**config.mk**
```make
export PLATFORM = sky130hd
export DESIGN_NAME = mem_port_arbiter
export DESIGN_NICKNAME = d
export VERILOG_FILES = /design/src/rtl/mem_port_arbiter_pkg.sv /design/src/rtl/mem_port_arbiter.sv
export SDC_FILE = /design/constraint.sdc
export NUM_CORES = 1
export LEC_CHECK = 0
export BUFFER_PORTS_ARGS = -buffer_cell sky130_fd_sc_hd__buf_2
export CORE_AREA = 2 2 107 109
export CTS_CLUSTER_SIZE = 12
export DETAILED_ROUTE_END_ITERATION = 6
export DIE_AREA = 0 0 109 111
export GPL_TIMING_DRIVEN = 1
export PLACE_DENSITY_LB_ADDON = 0.3
export SETUP_SLACK_MARGIN = 0.4
export SLEW_MARGIN = 15
export SYNTH_ARGS = -nofsm -noshare
export SYNTH_HDL_FRONTEND = slang
export SYNTH_SLANG_ARGS = --single-unit
export TNS_END_PERCENT = 30
```
**constraint.sdc**
```tcl
create_clock -name clk -period 1.46 [get_ports clk]
set_input_delay 0.219 -clock clk [delete_from_list [all_inputs] [get_ports clk]]
set_output_delay 0.219 -clock clk [all_outputs]
set_load 0.01 [all_outputs]
```
**src/rtl/mem_port_arbiter_pkg.sv**
```systemverilog
// mem_port_arbiter_pkg
//   Shared types for the unified-memory port arbiter.
//   owner_t records which requester owns the SRAM response that
//   arrives in the cycle after a grant.
package mem_port_arbiter_pkg;

  typedef enum logic [1:0] {
    OWN_NONE = 2'd0,
    OWN_IF   = 2'd1,
    OWN_LS   = 2'd2
  } owner_t;

  // The arbiter's streak limit must be at least 1; otherwise LS could never win
  // while IF is waiting.
  localparam int MIN_LS_STREAK = 1;

endpackage

```
**src/rtl/mem_port_arbiter.sv**
```systemverilog
// mem_port_arbiter
//   Shares one single-port synchronous SRAM between the fetch path (IF,
//   read-only) and the load/store path (LS, read/write). At most one access is
//   granted per cycle. The 1-cycle read response is routed back to the
//   requester that was granted.
//
// Ports
//   clk, rst_n                 core clock (rising edge); async active-low reset
//   if_req/if_addr/if_flush    fetch request, word address, redirect-cancel
//   if_gnt/if_rvalid/if_rdata  fetch grant (comb), response valid, instruction
//   ls_req/ls_we/ls_be/ls_addr/ls_wdata
//                              load/store request and qualifiers
//   ls_gnt/ls_rvalid/ls_rdata  LS grant (comb), completion, load data
//   mem_en/mem_we/mem_be/mem_addr/mem_wdata
//                              SRAM command, driven by the winner
//   mem_rdata                  SRAM read data, valid the cycle after mem_en
module mem_port_arbiter
  import mem_port_arbiter_pkg::*;
#(
  parameter int ADDR_W        = 32,
  parameter int DATA_W        = 32,
  parameter int MAX_LS_STREAK = 4
) (
  input  logic                clk,
  input  logic                rst_n,
  input  logic                if_req,
  input  logic [ADDR_W-1:0]   if_addr,
  input  logic                if_flush,
  output logic                if_gnt,
  output logic                if_rvalid,
  output logic [DATA_W-1:0]   if_rdata,
  input  logic                ls_req,
  input  logic                ls_we,
  input  logic [DATA_W/8-1:0] ls_be,
  input  logic [ADDR_W-1:0]   ls_addr,
  input  logic [DATA_W-1:0]   ls_wdata,
  output logic                ls_gnt,
  output logic                ls_rvalid,
  output logic [DATA_W-1:0]   ls_rdata,
  output logic                mem_en,
  output logic                mem_we,
  output logic [DATA_W/8-1:0] mem_be,
  output logic [ADDR_W-1:0]   mem_addr,
  output logic [DATA_W-1:0]   mem_wdata,
  input  logic [DATA_W-1:0]   mem_rdata
);

  localparam int                STREAK_W   = $clog2(MAX_LS_STREAK + 1);
  localparam logic [STREAK_W-1:0] STREAK_MAX = STREAK_W'(MAX_LS_STREAK);
  localparam logic [STREAK_W-1:0] STREAK_ONE = STREAK_W'(1);

  owner_t              owner_q;
  owner_t              owner_d;
  logic                ls_we_q;
  logic                ls_we_d;
  logic [STREAK_W-1:0] streak_q;
  logic [STREAK_W-1:0] streak_d;

  logic if_ok;
  logic ls_ok;
  logic if_starved;

  // Grant selection. LS normally wins a conflict because it belongs to the
  // older instruction. Once LS has won MAX_LS_STREAK times in a row while IF
  // waited, IF is let through so fetch cannot starve. Grants are gated by
  // rst_n so that nothing is granted while reset is asserted.
  always_comb begin
    if_ok      = rst_n & if_req & ~if_flush;
    ls_ok      = rst_n & ls_req;
    if_starved = if_ok & (streak_q == STREAK_MAX);
    ls_gnt     = ls_ok & ~if_starved;
    if_gnt     = if_ok & ~ls_gnt;
  end

  // Next owner and streak. The streak counts consecutive LS wins against a
  // waiting IF. It restarts whenever IF is served or stops asking, and it
  // saturates at the limit.
  always_comb begin
    owner_d  = OWN_NONE;
    ls_we_d  = 1'b0;
    streak_d = streak_q;
    if (if_gnt) begin
      owner_d = OWN_IF;
    end else if (ls_gnt) begin
      owner_d = OWN_LS;
      ls_we_d = ls_we;
    end
    if (if_gnt || !if_req) begin
      streak_d = '0;
    end else if (ls_gnt && (streak_q != STREAK_MAX)) begin
      streak_d = streak_q + STREAK_ONE;
    end
  end

  // Owner, the registered store flag and the streak. An asynchronous reset
  // discards any response still owed.
  always_ff @(posedge clk or negedge rst_n) begin
    if (!rst_n) begin
      owner_q  <= OWN_NONE;
      ls_we_q  <= 1'b0;
      streak_q <= '0;
    end else begin
      owner_q  <= owner_d;
      ls_we_q  <= ls_we_d;
      streak_q <= streak_d;
    end
  end

  // SRAM command from the winner, plus response routing. A fetch response is
  // suppressed when a redirect arrives in its response cycle. Store
  // completions return zero data.
  always_comb begin
    mem_en    = if_gnt | ls_gnt;
    mem_we    = ls_gnt & ls_we;
    mem_be    = '0;
    mem_addr  = '0;
    mem_wdata = '0;
    if (if_gnt) begin
      mem_be   = '1;
      mem_addr = if_addr;
    end else if (ls_gnt) begin
      mem_be    = ls_be;
      mem_addr  = ls_addr;
      mem_wdata = ls_wdata;
    end

    if_rvalid = (owner_q == OWN_IF) & ~if_flush;
    if_rdata  = (owner_q == OWN_IF) ? mem_rdata : '0;
    ls_rvalid = (owner_q == OWN_LS);
    ls_rdata  = ((owner_q == OWN_LS) && !ls_we_q) ? mem_rdata : '0;
  end

endmodule

```
==> results of run 1 <==
-- per-stage QoR --
step                std cells  util [%]
detailed placement        597     27.12
global route              613     29.93
CTS                       612     29.52
global placement          597     27.12
floorplan                 186         -
finish                    614     29.96
-- placed cells by master, fill, tap and decap left out, types with 2 or more instances in the layout --
cell	netlist	routed
sky130_fd_sc_hd__a21oi_1	3	2
sky130_fd_sc_hd__buf_16	0	3
sky130_fd_sc_hd__dfrtp_1	6	6
sky130_fd_sc_hd__and2_1	100	88
sky130_fd_sc_hd__nand3_1	2	2
sky130_fd_sc_hd__buf_2	11	272
sky130_fd_sc_hd__buf_12	0	5
sky130_fd_sc_hd__a211oi_1	2	2
sky130_fd_sc_hd__buf_6	4	7
sky130_fd_sc_hd__nor2b_1	3	2
sky130_fd_sc_hd__o21ai_0	2	2
sky130_fd_sc_hd__a21oi_4	0	2
sky130_fd_sc_hd__a22o_1	32	32
sky130_fd_sc_hd__inv_2	0	2
sky130_fd_sc_hd__nor2b_2	1	2
sky130_fd_sc_hd__and2_4	0	12
sky130_fd_sc_hd__a21o_1	4	4
sky130_fd_sc_hd__buf_4	0	9
sky130_fd_sc_hd__clkbuf_16	0	4
-- power breakdown --
group / total, mW / internal [mW] / switching, mW
clock network: 0.430 / 0.350 / 0.0794
registers: 0.176 / 0.173 / 0.00312
logic: 0.713 / 0.396 / 0.317
-- cell usage after synthesis, drive strengths merged --
| cell | n | area [µm²] |
|---|---|---|
| inv | 3 | 11.26 |
| nand3b | 1 | 7.510 |
| nor4 | 1 | 6.260 |
| a21o | 4 | 30.03 |
| nor2b | 4 | 27.53 |
| and2b | 1 | 7.510 |
| nand2 | 2 | 7.510 |
| o21a | 1 | 7.510 |
| a21oi | 4 | 23.77 |
| buf | 15 | 100.1 |
| dfrtp | 6 | 150.1 |
| nand3 | 2 | 10.01 |
| and2 | 100 | 625.6 |
| ha | 2 | 25.02 |
| a22o | 32 | 280.3 |
| o21ai | 2 | 10.01 |
| clkbuf | 3 | 11.26 |
| and4b | 1 | 10.01 |
| a211oi | 2 | 15.01 |
-- worst max-delay path, stage by stage (launching register included) --
cell                      delay, ns
sky130_fd_sc_hd__dfrtp_1       0.35
sky130_fd_sc_hd__inv_2         0.06
sky130_fd_sc_hd__ha_4          0.16
sky130_fd_sc_hd__and2_4        0.16
sky130_fd_sc_hd__a21oi_4       0.16
sky130_fd_sc_hd__buf_4         0.15
sky130_fd_sc_hd__buf_12        0.13
sky130_fd_sc_hd__a22o_1        0.14
sky130_fd_sc_hd__buf_2         0.14
-- routing by layer --
metal / share of wire, % / track usage, % / up-vias / wire length (µm)
met5: 0 / 0 / - / 0
met4: 0.86 / 2.051 / 0 / 70
met3: 12 / 2.704 / 4 / 939
met2: 52 / 23.40 / 165 / 4276
met1: 35 / 12.39 / 1104 / 2867
li1: - / - / 1202 / -
-- timing repair --
| action | CTS | global route |
|---|---|---|
| endpoints found under the setup margin | 143 | 144 |
| buffers inserted | 8 | 0 |
| hold buffers | 1 | 0 |
| pin swaps | 2 | 5 |
| cloned | 3 | 1 |
| hold endpoints to repair | 6 | 0 |
| resized for setup | 13 | 5 |
-- cell type report --
type,count,area [µm²]
Antenna cell,1,2.502
Clock buffer,3,75.07
Fill cell,1165,7759
Inverter,3,11.26
Multi-Input combinational cell,159,1160
Sequential cell,6,150.1
Tap cell,143,178.9
Timing Repair Buffer,299,1740
-- flip-flops by register name, indices dropped and copies added (netlist names) --
signal,flops
owner_q,2
ls_we_q,1
streak_q,3
-- cells by family after synthesis --
group           after synthesis  share of synthesized area [%]
compound gates               45                          26.83
fa+ha+maj                     2                          1.831
simple gates                112                          51.37
flops                         6                          10.99
buf+inv                      21                          8.974
-- how the worst max path moves through the flow --
| stage | from | end | slack (ns) | cells after the start |
|---|---|---|---|---|
| 6_report | streak_q[0]$_DFFE_PN0P_ | mem_addr[19] | -0.45 | 8 |
| 5_1_grt | streak_q[0]$_DFFE_PN0P_ | mem_addr[2] | -0.55 | 8 |
| 4_1_cts | streak_q[0]$_DFFE_PN0P_ | mem_addr[2] | -0.45 | 8 |
| 3_5_place_dp | streak_q[0]$_DFFE_PN0P_ | mem_addr[2] | -0.25 | 7 |
| 3_3_place_gp | streak_q[0]$_DFFE_PN0P_ | mem_addr[26] | -0.21 | 7 |
| 2_1_floorplan | streak_q[0]$_DFFE_PN0P_ | mem_addr[0] | -0.08 | 7 |
==> parameters.txt, run 1 <==
Parameter                              Value

Setup path
  Startpoint of the worst-slack reg-to-reg timing path ... streak_q[0]$_DFFE_PN0P_
  Path depth of the worst reg2reg path ... 7
  Internal reg-to-reg setup slack ... ~0.070 ns
  Reg-to-Reg End ... ls_we_q$_DFF_PN0_
  WP data arrival ... 1.70 ns
  Maximum fanout count along the critical path ... 16
  Crit. End Element ... output port
  Worst setup SP type ... register
  CP Class ... reg -> out
  CP Data Required Time ... roughly 1.2 ns

STA
  Final count of negative-setup-slack endpoints ... roughly 100
  Highest achievable clock rate ... roughly 520 MHz
  Setup WS post-layout ... -0.4544 ns
  Max Transition Viols Final ... 0
  Hold slack ... 0.2530 ns
  Hold Vio Cnt, Final ... 0
  RSZ-0062 raised after global routing ... yes
  Post-route clock skew ... 0.0004377 ns
  Final Critical Period ... 1.914 ns
  Final Cycle Share ... 131.1%
  Total negative slack for setup checks ... -32.71 ns
  Max transition margin ... 80.23%
  Slew of the pin with the lowest slew margin ... 0.2955 ns

Place
  Dpl hpwl ... 6569 µm
  Placement Cell Area ... 3004 µm²
  Final GP Congestion ... between 0.8 and 0.9
  Count of buffers from port buffering ... 275
  Worst slack after detailed placement ... -0.2539 ns

Worst hold path
  Kind of path behind the tightest hold check ... in -> reg
  Hold-critical path depth ... 2
  Worst Hold Endpoint ... ls_we_q$_DFF_PN0_
  HP Start ... ls_we

Clocking
  Worst skew pair latency ... around 0.22 ns
  Clock Path Buffers ... 2
  Level count of the clock H-tree ... 1
  Number of sinks handled by clock tree synthesis ... 6
  Clock transition at the registers of the reported paths ... 0.03 ns
  CTS root buffer ... sky130_fd_sc_hd__clkbuf_16
  CTS tree ... done
  Number of buffers created by CTS ... 3

Synthesis
  Netlist cell types ... 22
  Sequential fraction of the synthesis area ... between 10 and 15%
  Cell area after synthesis ... 1366 µm²
  Average size of a mapped cell ... 7.346 µm²
  Seq cells post-synth ... 6
  Net count after synthesis ... between 300 and 400
  Cells after Synth ... between 150 and 200
  Number of warnings issued by yosys ... 0

GRT
  Largest net degree at the start of global routing ... 34
  GRT Total Usage ... between 10% and 20%
  Initial antenna violation count ... 1
  Global-route wire length before repair ... 11,130 µm
  Vias in the first global route ... about 2.3k
  Global route total overflow ... 0

Final layout
  Number of nets in the layout ... 612
  Final instance area ... 3318 µm²
  Layout Area Growth over Synthesis ... 142.9%
  Share of layout cells above drive strength 1 ... 68.30%

Routing
  Via density per instance ... ~4.0
  Number of remaining DRC errors ... 0
  Total number of vias ... between 2k and 2.5k
  Routed wire per std cell ... 13.28 µm
  First-iteration detailed-routing DRC count ... 52
  Detail Route Antenna Nets ... 0
  Total detailed-routing wirelength ... 8153 µm
  Number of detailed-routing iterations run before antenna repair ... 4

Floorplan
  Die H ... 111 µm
  Number of rows in the core area ... 39
  Full die area ... around 12,000 µm²
  Effective utilization at floorplan ... between 10% and 20%
  Floorplan Core Area ... 11,080 µm²
  Die W ... 109 µm
  Number of primary I/O pins ... 276

Power
  Overall power of the completed layout ... 1.319 mW
  LEAKAGE ... roughly 2.1 nW
  Power density cells ... 397.6 nW/µm²
  Max VDD drop ... 0.3597 mV

Outcome
  Failing checks ... setup timing
  Result of the run ... finished, violations left

Run
  MaxCap Viol Count ... 0
(Power assumes the default switching activity.)
==> run 2: changes to the inputs <==
--- a/config.mk
+++ b/config.mk
@@ -10,7 +10,7 @@
 export CTS_CLUSTER_SIZE = 12
 export DETAILED_ROUTE_END_ITERATION = 6
 export DIE_AREA = 0 0 109 111
-export GPL_TIMING_DRIVEN = 1
+export GPL_TIMING_DRIVEN = 0
 export PLACE_DENSITY_LB_ADDON = 0.3
 export SETUP_SLACK_MARGIN = 0.4
 export SLEW_MARGIN = 15
==> constraint.sdc (replaced) <==
create_clock -name clk -period 1.7 [get_ports clk]
set_input_delay 0.255 -clock clk [delete_from_list [all_inputs] [get_ports clk]]
set_output_delay 0.255 -clock clk [all_outputs]
set_load 0.01 [all_outputs]
==> run 2 against run 1 <==
Compared with the run above: highest routed layer unchanged; power is 8.6% lower; the run still ends with setup timing left; core utilization is 3.8 points higher; largest power group unchanged; routed wire length rose by 13%; critical path type unchanged; flip-flop and latch count unchanged; worst setup slack improved by 0.17 ns; clock power decreased by 12%; combinational power fell by 5.3%.
==> parameters.txt, run 2 (synthesized netlist as in run 1, its figures left out) <==
Parameter                              Value

Power
  Internal power ... roughly 830 µW
  Net Switching ... 378.9 µW
  Relative contribution of the clock network to total power ... 31.3%
  Switching Fraction ... 31.45%
  LEAKAGE ... 2.207 nW
  Relative contribution of combinational cells to total power ... 56.0%
  Max VDD drop ... 0.2367 mV
  Power density cells ... 322.7 nW/µm²
  Sequential cell fraction of total power ... 12.7%

Floorplan
  Die H ... 111 µm
  Full die area ... roughly 12,000 µm²
  Number of primary I/O pins ... 276
  Die W ... 109 µm
  Effective utilization at floorplan ... 12.33%
  Number of rows in the core area ... 39
  Floorplan Core Area ... 11,080 µm²

Routing
  Total number of vias ... 2,553
  First-iteration detailed-routing DRC count ... 44
  Number of remaining DRC errors ... 0
  Total detailed-routing wirelength ... ~9200 µm
  Via density per instance ... 4.118
  Number of detailed-routing iterations run before antenna repair ... 4
  Routed wire per std cell ... between 10 and 15 µm
  Detail Route Antenna Nets ... 0

STA
  Hold slack ... 0.2796 ns
  Setup WS post-layout ... -0.2881 ns
  Highest achievable clock rate ... between 500 and 600 MHz
  Max transition margin ... 80.31%
  RSZ-0062 raised after global routing ... yes
  Final Cycle Share ... 116.9%
  Post-route clock skew ... 0.002709 ns
  Final Critical Period ... between 1.5 and 2 ns
  Final count of negative-setup-slack endpoints ... between 70 and 80
  Max Transition Viols Final ... 0
  Hold Vio Cnt, Final ... 0
  Slew of the pin with the lowest slew margin ... 0.2923 ns

Outcome
  Failing checks ... setup timing
  Result of the run ... finished, violations left

Setup path
  CP Data Required Time ... 1.44 ns
  Crit. End Element ... output port
  CP Class ... reg -> out
  Delay of the slowest critical-path stage ... approximately 0.36 ns
  Startpoint of the worst-slack reg-to-reg timing path ... streak_q[0]$_DFFE_PN0P_
  Top Family by Delay on Critical Path ... buffers and inverters
  Maximum fanout count along the critical path ... 10
  Cell chain of the critical path ... inv_2 -> ha_4 -> and2_4 -> a21oi_4 -> buf_6 -> buf_6 -> a22o_1 -> buf_2
  Cell occurring most often along the worst timing path ... sky130_fd_sc_hd__buf_6
  WP data arrival ... between 1.5 and 2 ns
  Reg-to-Reg End ... streak_q[1]$_DFFE_PN0P_
  Internal reg-to-reg setup slack ... between 0.1 and 0.15 ns
  Slowest cell on the critical path ... sky130_fd_sc_hd__dfrtp_1
  Path depth of the worst reg2reg path ... 9
  Worst setup SP type ... register
  Total buffers and inverters traversed by the critical path ... 4

GRT
  Global route total overflow ... 0
  GRT Total Usage ... 12.97%
  Largest net degree at the start of global routing ... 11
  Initial antenna violation count ... 0
  Vias in the first global route ... 2,465
  Global-route wire length before repair ... 12,150 µm

Worst hold path
  Hold-critical path depth ... 2
  Worst Hold Endpoint ... ls_we_q$_DFF_PN0_
  HP Start ... ls_we
  Kind of path behind the tightest hold check ... in -> reg

Clocking
  Worst skew pair latency ... 0.23 ns
  Clock Path Buffers ... 2
  Level count of the clock H-tree ... 1
  Number of buffers created by CTS ... 3
  Number of sinks handled by clock tree synthesis ... 6
  Clock transition at the registers of the reported paths ... 0.03 ns
  CTS root buffer ... sky130_fd_sc_hd__clkbuf_16
  CTS tree ... done

Final layout
  Share of layout cells above drive strength 1 ... 78.20%
  Max reg flops ... 3
  Biggest register ... streak_q
  Footprint of the multi-input gates ... 1309 µm²
  Register cell area after layout ... ~150 µm²
  Number of nets in the layout ... around 620
  Leading cell types in the layout, fill and taps excluded ... sky130_fd_sc_hd__buf_2, sky130_fd_sc_hd__buf_6, sky130_fd_sc_hd__and2_4
  Layout Area Growth over Synthesis ... 173.4%
  Fill cells ... about 1.1k
  Regs by FF count ... streak_q (3), owner_q (2), ls_we_q (1)
  Core Util, Final ... 33.72%
  Most common cell after layout, fill and taps aside ... sky130_fd_sc_hd__buf_2
  Number of antenna cells inserted ... 0

Place
  Final GP Congestion ... 0.7118
  Dpl hpwl ... about 7400 µm
  Count of buffers from port buffering ... roughly 280

Run
  MaxCap Viol Count ... 0
[run 2: cell types whose count changed in the layout (fill, tap and decap cells not counted), moves of 3 or more]
cell	previous run	this run
sky130_fd_sc_hd__and2_4	12	51
sky130_fd_sc_hd__buf_16	3	0
sky130_fd_sc_hd__buf_12	5	1
sky130_fd_sc_hd__buf_2	272	227
sky130_fd_sc_hd__and2_1	88	49
sky130_fd_sc_hd__buf_8	1	5
sky130_fd_sc_hd__buf_6	7	61
sky130_fd_sc_hd__nor2b_4	0	3
[run 2: through the flow]
stage                     setup slack [ns]  total power, mW  cells  cell area, µm²  TNS, ns
after floorplan                     0.1200           0.3916    186            1406        0
after global placement             -0.4813           0.7095    604            2962   -17.06
after detailed placement           -0.4531           0.7175    604            2962   -15.76
after CTS                          -0.2896            1.160    619            3410   -16.45
after global routing               -0.3969            1.274    620            3735   -24.48
final                              -0.2881            1.205    620            3735   -16.14
[run 2: how the worst max path moves through the flow]
| stage | startpoint | endpoint | slack (ns) | cells past startpoint |
|---|---|---|---|---|
| 6_report | streak_q[0]$_DFFE_PN0P_ | mem_addr[4] | -0.29 | 8 |
| 5_1_grt | streak_q[0]$_DFFE_PN0P_ | mem_addr[26] | -0.40 | 8 |
| 4_1_cts | streak_q[0]$_DFFE_PN0P_ | mem_addr[4] | -0.29 | 8 |
| 3_5_place_dp | streak_q[0]$_DFFE_PN0P_ | mem_addr[22] | -0.45 | 7 |
| 3_3_place_gp | streak_q[0]$_DFFE_PN0P_ | mem_addr[22] | -0.48 | 7 |
| 2_1_floorplan | streak_q[0]$_DFFE_PN0P_ | mem_addr[0] | 0.12 | 7 |
[run 2: repair_timing]
| item | in CTS | in global routing |
|---|---|---|
| hold buffers | 1 | 0 |
| pin swaps | 27 | 45 |
| gates resized for setup | 65 | 79 |
| hold endpoints to repair | 6 | 0 |
| cloned | 1 | 0 |
| setup endpoints to repair | 141 | 141 |
| setup buffers | 10 | 1 |
[run 2: power by group through the flow]
stage | clock network [mW] | logic [mW] | registers, mW
detailed placement | 0 | 0.564 | 0.153
CTS | 0.378 | 0.629 | 0.152
finish | 0.377 | 0.675 | 0.153
floorplan | 0 | 0.239 | 0.152
global placement | 0 | 0.557 | 0.153
global route | 0.393 | 0.728 | 0.153
[run 2: metal layers]
layer / vias to the layer above / GRT usage, % / routed length (µm)
met5: - / 0 / 0
met4: 0 / 1.538 / 27
met3: 2 / 3.998 / 1066
met2: 166 / 25.76 / 4800
met1: 1175 / 13.21 / 3286
li1: 1210 / - / -
[run 2: final cells by class]
type,count,area share (%)
Timing Repair Buffer,288,48.61
Multi-Input combinational cell,159,35.04
Buffer,18,5.226
Tap cell,143,4.791
Sequential cell,6,4.020
Clock buffer,3,2.010
Inverter,3,0.3015
